**config.mk**
```make
export PLATFORM = sky130hd
export DESIGN_NAME = alu_mdu
export DESIGN_NICKNAME = d
export VERILOG_FILES = /design/src/rtl/alu_mdu_pkg.sv /design/src/rtl/alu_mdu_mul_iter.sv /design/src/rtl/alu_mdu.sv
export SDC_FILE = /design/constraint.sdc
export NUM_CORES = 1
export LEC_CHECK = 0
export CELL_PAD_IN_SITES_DETAIL_PLACEMENT = 0
export CELL_PAD_IN_SITES_GLOBAL_PLACEMENT = 2
export CORE_MARGIN = 4
export CORE_UTILIZATION = 32
export CTS_CLUSTER_SIZE = 28
export DETAILED_ROUTE_END_ITERATION = 8
export GPL_TIMING_DRIVEN = 1
export PLACE_DENSITY_LB_ADDON = 0.3
export SYNTH_ARGS = -nofsm -noshare
export SYNTH_HDL_FRONTEND = slang
export SYNTH_SLANG_ARGS = --single-unit
```
**constraint.sdc**
```tcl
create_clock -name clk -period 4.51 [get_ports clk]
set_input_delay 0.902 -clock clk [delete_from_list [all_inputs] [get_ports clk]]
set_output_delay 0.902 -clock clk [all_outputs]
set_load 0.01 [all_outputs]
```
**src/rtl/alu_mdu_pkg.sv**
```systemverilog
// Shared ALU control codes and multiply-unit FSM states for the execute stage.
// Imported by the ALU decoder and alu_mdu so each code has a single definition.
package alu_mdu_pkg;

  typedef enum logic [2:0] {
    ALU_AND  = 3'b000,
    ALU_OR   = 3'b001,
    ALU_ADD  = 3'b010,
    ALU_MULT = 3'b100,
    ALU_SUB  = 3'b110,
    ALU_SLT  = 3'b111
  } alu_op_e;

  typedef enum logic [1:0] {
    ST_IDLE = 2'd0,
    ST_MUL  = 2'd1,
    ST_SIGN = 2'd2
  } mdu_state_e;

endpackage

```
**src/rtl/alu_mdu_mul_iter.sv**
```systemverilog
// Unsigned WxW shift-add multiplier core: one iteration per cycle, W cycles after start.
// No backpressure; start is accepted only while idle, flush drops the operation in progress.
module alu_mdu_mul_iter #(
  parameter int W = 32
) (
  input  logic           clk,
  input  logic           rst,
  input  logic           start,
  input  logic           flush,
  input  logic [W-1:0]   mcand,
  input  logic [W-1:0]   mplier,
  output logic           busy,
  output logic           last,
  output logic [2*W-1:0] prod
);

  localparam int CW = $clog2(W);

  logic [CW-1:0] count;
  logic [W-1:0]  mcand_q;
  logic [W-1:0]  mplier_q;
  logic [W:0]    upper;

  // Carry out of the upper-half add is shifted back into the accumulator.
  assign upper = {1'b0, prod[2*W-1:W]} + (mplier_q[0] ? {1'b0, mcand_q} : '0);
  assign last  = busy & (count == CW'(W-1));

  always_ff @(posedge clk or negedge rst) begin
    if (!rst) begin
      busy     <= 1'b0;
      count    <= '0;
      mcand_q  <= '0;
      mplier_q <= '0;
      prod     <= '0;
    end else if (flush) begin
      busy  <= 1'b0;
      count <= '0;
    end else if (start && !busy) begin
      busy     <= 1'b1;
      count    <= '0;
      mcand_q  <= mcand;
      mplier_q <= mplier;
      prod     <= '0;
    end else if (busy) begin
      prod     <= {upper, prod[W-1:1]};
      mplier_q <= mplier_q >> 1;
      count    <= count + CW'(1);
      if (last) busy <= 1'b0;
    end
  end

endmodule

```
**src/rtl/alu_mdu.sv**
```systemverilog
// Execute-stage ALU (combinational) plus iterative signed/unsigned multiply into HI/LO.
// A multiply holds stall for 34 cycles (start + 32 iterations + sign fix-up); done pulses after.
import alu_mdu_pkg::*;

module alu_mdu #(
  parameter int WIDTH = 32
) (
  input  logic             clk,
  input  logic             rst,
  input  logic             valid,
  input  logic             flush,
  input  logic [WIDTH-1:0] a,
  input  logic [WIDTH-1:0] b,
  input  logic [2:0]       alucontrol,
  input  logic             hassign,
  output logic [WIDTH-1:0] result,
  output logic             zero,
  output logic             overflow,
  output logic [WIDTH-1:0] hi,
  output logic [WIDTH-1:0] lo,
  output logic             stall,
  output logic             done
);

  logic [WIDTH-1:0]   sum;
  logic [WIDTH-1:0]   diff;
  logic               lt;
  logic               start;
  logic               neg;
  logic [WIDTH-1:0]   mag_a;
  logic [WIDTH-1:0]   mag_b;
  logic               core_busy;
  logic               core_last;
  logic [2*WIDTH-1:0] core_prod;
  logic [2*WIDTH-1:0] prod_signed;
  mdu_state_e         state;

  assign sum  = a + b;
  assign diff = a - b;
  assign lt   = hassign ? ($signed(a) < $signed(b)) : (a < b);

  always_comb begin
    result   = '0;
    overflow = 1'b0;
    case (alucontrol)
      ALU_AND: result = a & b;
      ALU_OR:  result = a | b;
      ALU_ADD: begin
        result   = sum;
        overflow = hassign & (a[WIDTH-1] == b[WIDTH-1]) & (sum[WIDTH-1] != a[WIDTH-1]);
      end
      ALU_SUB: begin
        result   = diff;
        overflow = hassign & (a[WIDTH-1] != b[WIDTH-1]) & (diff[WIDTH-1] != a[WIDTH-1]);
      end
      ALU_SLT: result = {{(WIDTH-1){1'b0}}, lt};
      default: result = '0;
    endcase
  end

  assign zero = (result == '0);

  assign start = valid & (alucontrol == ALU_MULT) & ~flush & (state == ST_IDLE);
  assign stall = start | (state != ST_IDLE);

  // The most negative value negates to itself, which is its correct unsigned magnitude.
  assign mag_a = (hassign & a[WIDTH-1]) ? -a : a;
  assign mag_b = (hassign & b[WIDTH-1]) ? -b : b;

  alu_mdu_mul_iter #(.W(WIDTH)) u_mul_iter (
    .clk    (clk),
    .rst    (rst),
    .start  (start),
    .flush  (flush),
    .mcand  (mag_a),
    .mplier (mag_b),
    .busy   (core_busy),
    .last   (core_last),
    .prod   (core_prod)
  );

  assign prod_signed = neg ? -core_prod : core_prod;

  always_ff @(posedge clk or negedge rst) begin
    if (!rst) begin
      state <= ST_IDLE;
      neg   <= 1'b0;
      hi    <= '0;
      lo    <= '0;
      done  <= 1'b0;
    end else begin
      done <= 1'b0;
      case (state)
        ST_IDLE: begin
          if (start) begin
            state <= ST_MUL;
            neg   <= hassign & (a[WIDTH-1] ^ b[WIDTH-1]);
          end
        end
        ST_MUL: begin
          if (flush || !core_busy) state <= ST_IDLE;
          else if (core_last)      state <= ST_SIGN;
        end
        ST_SIGN: begin
          state <= ST_IDLE;
          if (!flush) begin
            {hi, lo} <= prod_signed;
            done     <= 1'b1;
          end
        end
        default: state <= ST_IDLE;
      endcase
    end
  end

endmodule

```
==> summary.txt <==
Outcome
  – Status: finished with violations
  – Failing checks: negative setup slack

GRT
  – Total global-route track usage: around 22%
  – First-pass GRT wire length: 101000 um
  – Initial antenna violation count: 1
  – Remaining Overflow, GRT: 0
  – Largest net degree at the start of global routing: 121
  – Vias in the first global route: roughly 18000

Yosys
  – Post-Syn Instances: between 2000 and 2500
  – Number of synthesized register bits: between 200 and 250
  – Sequential area share after synthesis: roughly 30%
  – Syn Nets: between 2000 and 2500
  – EDFF count, synth: 0
  – Mapped Area: around 17000 um2
  – Synth warn: 0
  – Ys flop type: dfrtp_1
  – Post-synth ARST share: between 90% and 100%
  – Cell variety after synth: 80
  – Synth Area per Inst: 7.97 um2

Setup path
  – Kind of cell adding the most delay to the critical path: simple AND/OR/NAND/NOR gates
  – Crit path cell chain: buf_12, ha_4, fa_2, mux2i_2, xnor2_1, a22oi_1, o22ai_2, or3_4, or4_4, or4b_4, and4b_2, and4_1, and3_4, buf_6
  – Slowest-stage cell, CP: or4_4
  – Critical path peak fanout: 3
  – CP Capture Type: output port
  – Max incr delay on CP: 0.54 ns
  – WP data arrival: 4.48 ns
  – Worst Path Required: 3.61 ns
  – Critical path type: input pin to output port
  – Crit path buffers/inverters: 2
  – Startpoint Class: input pin

Detailed routing
  – Total wire length: ~65000 um
  – Pre-Repair DR Iteration Count: 5
  – DR vias: about 18000
  – Initial drt markers: 1038
  – Drt drc: 0
  – WL per Instance: about 19 um
  – DR vias/cell: slightly above 5
  – Post-route antenna net violation count: 0

Timing
  – Fmax achieved: roughly 190 MHz
  – WHS: ~0.47 ns
  – RSZ-0062 raised after global routing: true
  – TNS Setup: -6.82 ns
  – Final Skew: approximately 0.0094 ns
  – Slew @ Worst Pin: around 1.1 ns
  – Slew Limit Fails: 0
  – Final Hold Vio Count: 0
  – Relative slew slack: 27.5%
  – Final setup vio count: 15
  – Tcrit/Tclk final: 119%
  – Final worst slack: -0.869 ns
  – Fin crit period: around 5.4 ns

Worst hold path
  – Hold Crit Class: flip-flop to flip-flop

Floorplanning
  – Die height: 238 um
  – Starting density of the core: about 32%
  – Rows: between 80 and 90
  – Die width: about 240 um
  – # IOs: about 170
  – Placeable Area: around 53000 um2
  – Die Area: roughly 57000 um2

Clock network
  – CTS tree: yes
  – Total CTS buffers: 21
  – # clock sinks: between 200 and 250
  – Root Buffer: clkbuf_16
  – H-tree Lvls: 1
  – Clk buf depth: 3
  – Worst-Skew Late Latency: about 0.50 ns
  – Clock transition at path regs: around 0.060 ns

Power
  – Peak supply drop: around 190 uV
  – Pwr/cell area: 245 nW/um2
  – LEAKAGE: 11.6 nW

Placement
  – RD Place Congestion: 0.909
  – IO Port Bufs: 171
  – Post-DP HPWL: 50500 um

Finish
  – Commonest cells after routing, fill and taps aside: 462 x buf_4, 201 x dfrtp_1, 199 x nand2_1
  – Util after Layout: 48.1%
  – Antenna cells: 0
  – Nets@finish: between 2000 and 3000
  – Layout cell share with drive strength beyond 1: 30.4%
  – Commonest non-fill, non-tap cell in the layout: buf_4
  – Area delta synth->final: 48.8%

Run
  – Number of max-cap violations: 0
-- power by group --
group,internal (mW),switching [mW]
clock network,1.11,0.725
registers,1.95,0.120
logic,1.10,1.20
total,4.16,2.04
-- per-layer routing --
layer | wire [um] | vias to the layer above | part of all wire (%) | GRT usage [%]
met4 | 1230 | 0 | 1.9 | 4.64
met3 | 2480 | 65 | 3.8 | 1.66
met2 | 30700 | 382 | 47 | 37.6
met1 | 30600 | 8474 | 47 | 31.1
li1 | - | 8759 | - | -
met5 | 0 | - | 0 | 0
-- synthesized netlist by cell type, types with 6 or more instances --
| master | n | area, um2 |
|---|---|---|
| a311oi_1 | 6 | 52.6 |
| or2_2 | 6 | 37.5 |
| o21bai_1 | 11 | 82.6 |
| nor3_1 | 28 | 140 |
| nand2_1 | 203 | 762 |
| a2111oi_0 | 6 | 52.6 |
| or4_1 | 15 | 113 |
| nor2_1 | 193 | 724 |
| o21ai_0 | 185 | 926 |
| nand4_1 | 14 | 87.6 |
| a22oi_1 | 23 | 173 |
| o221ai_1 | 6 | 52.6 |
| inv_1 | 130 | 488 |
| a211oi_1 | 13 | 97.6 |
| o211ai_1 | 17 | 128 |
| nor4_1 | 20 | 125 |
| nor2b_1 | 14 | 87.6 |
| a21o_1 | 36 | 270 |
| a41oi_1 | 6 | 52.6 |
| a211o_1 | 7 | 61.3 |
| a21oi_1 | 177 | 886 |
| and3_1 | 12 | 75.1 |
| o41ai_1 | 16 | 140 |
| and2_1 | 41 | 257 |
| ha_1 | 134 | 1680 |
| or3_1 | 19 | 119 |
| xnor2_1 | 95 | 832 |
| xor2_1 | 72 | 631 |
| o21a_1 | 11 | 82.6 |
| a31oi_1 | 33 | 206 |
| dfrtp_1 | 202 | 5050 |
| nor3b_1 | 6 | 45.0 |
| o22ai_1 | 31 | 194 |
| nand2b_1 | 16 | 100 |
| clkbuf_1 | 111 | 417 |
| mux2i_1 | 31 | 310 |
| nand3_1 | 49 | 245 |
| buf_1 | 11 | 41.3 |
| o31ai_1 | 37 | 278 |
-- final timing paths --
check	startpoint	end	slack, ns	depth (start not counted)
setup / recovery	a[0]	zero	-0.87	14
hold / removal	u_mul_iter.mcand_q[18]$_DFFE_PN0P_	u_mul_iter.mcand_q[18]$_DFFE_PN0P_	0.47	2
setup reg to reg	u_mul_iter.prod[10]$_DFFE_PN0P_	hi[30]$_DFFE_PN0P_	0.57	10
hold reg to reg	u_mul_iter.mcand_q[18]$_DFFE_PN0P_	u_mul_iter.mcand_q[18]$_DFFE_PN0P_	0.47	2
max in group asynchronous	rst	lo[0]$_DFFE_PN0P_	3.01	2
min in group asynchronous	rst	hi[10]$_DFFE_PN0P_	0.48	1
-- sequential cells by signal, summed over array words and instances (netlist names) --
signal	count
u_mul_iter.count	5
u_mul_iter.mplier_q	32
hi	32
u_mul_iter.mcand_q	32
u_mul_iter.busy	1
done	1
state	2
neg	1
u_mul_iter.prod	64
lo	32
-- cells by family after synthesis --
logic type | Yosys count | share of synthesized area [%]
AO/OA/AOI/OAI | 678 | 25.3
AND/OR/NAND/NOR | 661 | 18.6
buffers and inverters | 254 | 5.62
flip-flops | 202 | 29.8
XOR/XNOR | 167 | 8.61
adder cells (fa/ha/maj) | 137 | 10.2
multiplexers | 32 | 1.89
-- cell type report --
cell class	instances	area, um2
sequential	202	5060
fill	5187	27300
clock buffer	27	558
timing repair buffer	680	5710
clock inverter	10	160
multi-input combinational	1675	12400
inverter	131	502
tap	688	861
-- what timing repair did --
item	CTS	global route
pin swaps	92	78
hold buffers	0	0
resized for setup	371	157
endpoints found under the hold margin	0	0
gates cloned	0	0
buffers inserted	62	27
setup endpoints to repair	31	28
-- worst min-delay path, cell delays in order (launching register included) --
cell and delay [ns]:
dfrtp_1 0.33, nand2_1 0.05, o21ai_0 0.06
-- metrics by stage --
| step | area [um2] | power [mW] | std cells | worst slack, ns |
|---|---|---|---|---|
| 2_1_floorplan | 17100 | 3.08 | 2131 | -0.165 |
| 3_3_place_gp | 22600 | 4.07 | 3304 | -2.02 |
| 3_5_place_dp | 22600 | 4.07 | 3304 | -1.99 |
| 4_1_cts | 24700 | 6.17 | 3398 | -0.938 |
| 5_1_grt | 25300 | 6.56 | 3413 | -0.947 |
| 6_report | 25300 | 6.20 | 3413 | -0.869 |
Note: power is estimated with default switching activity, not from simulation.
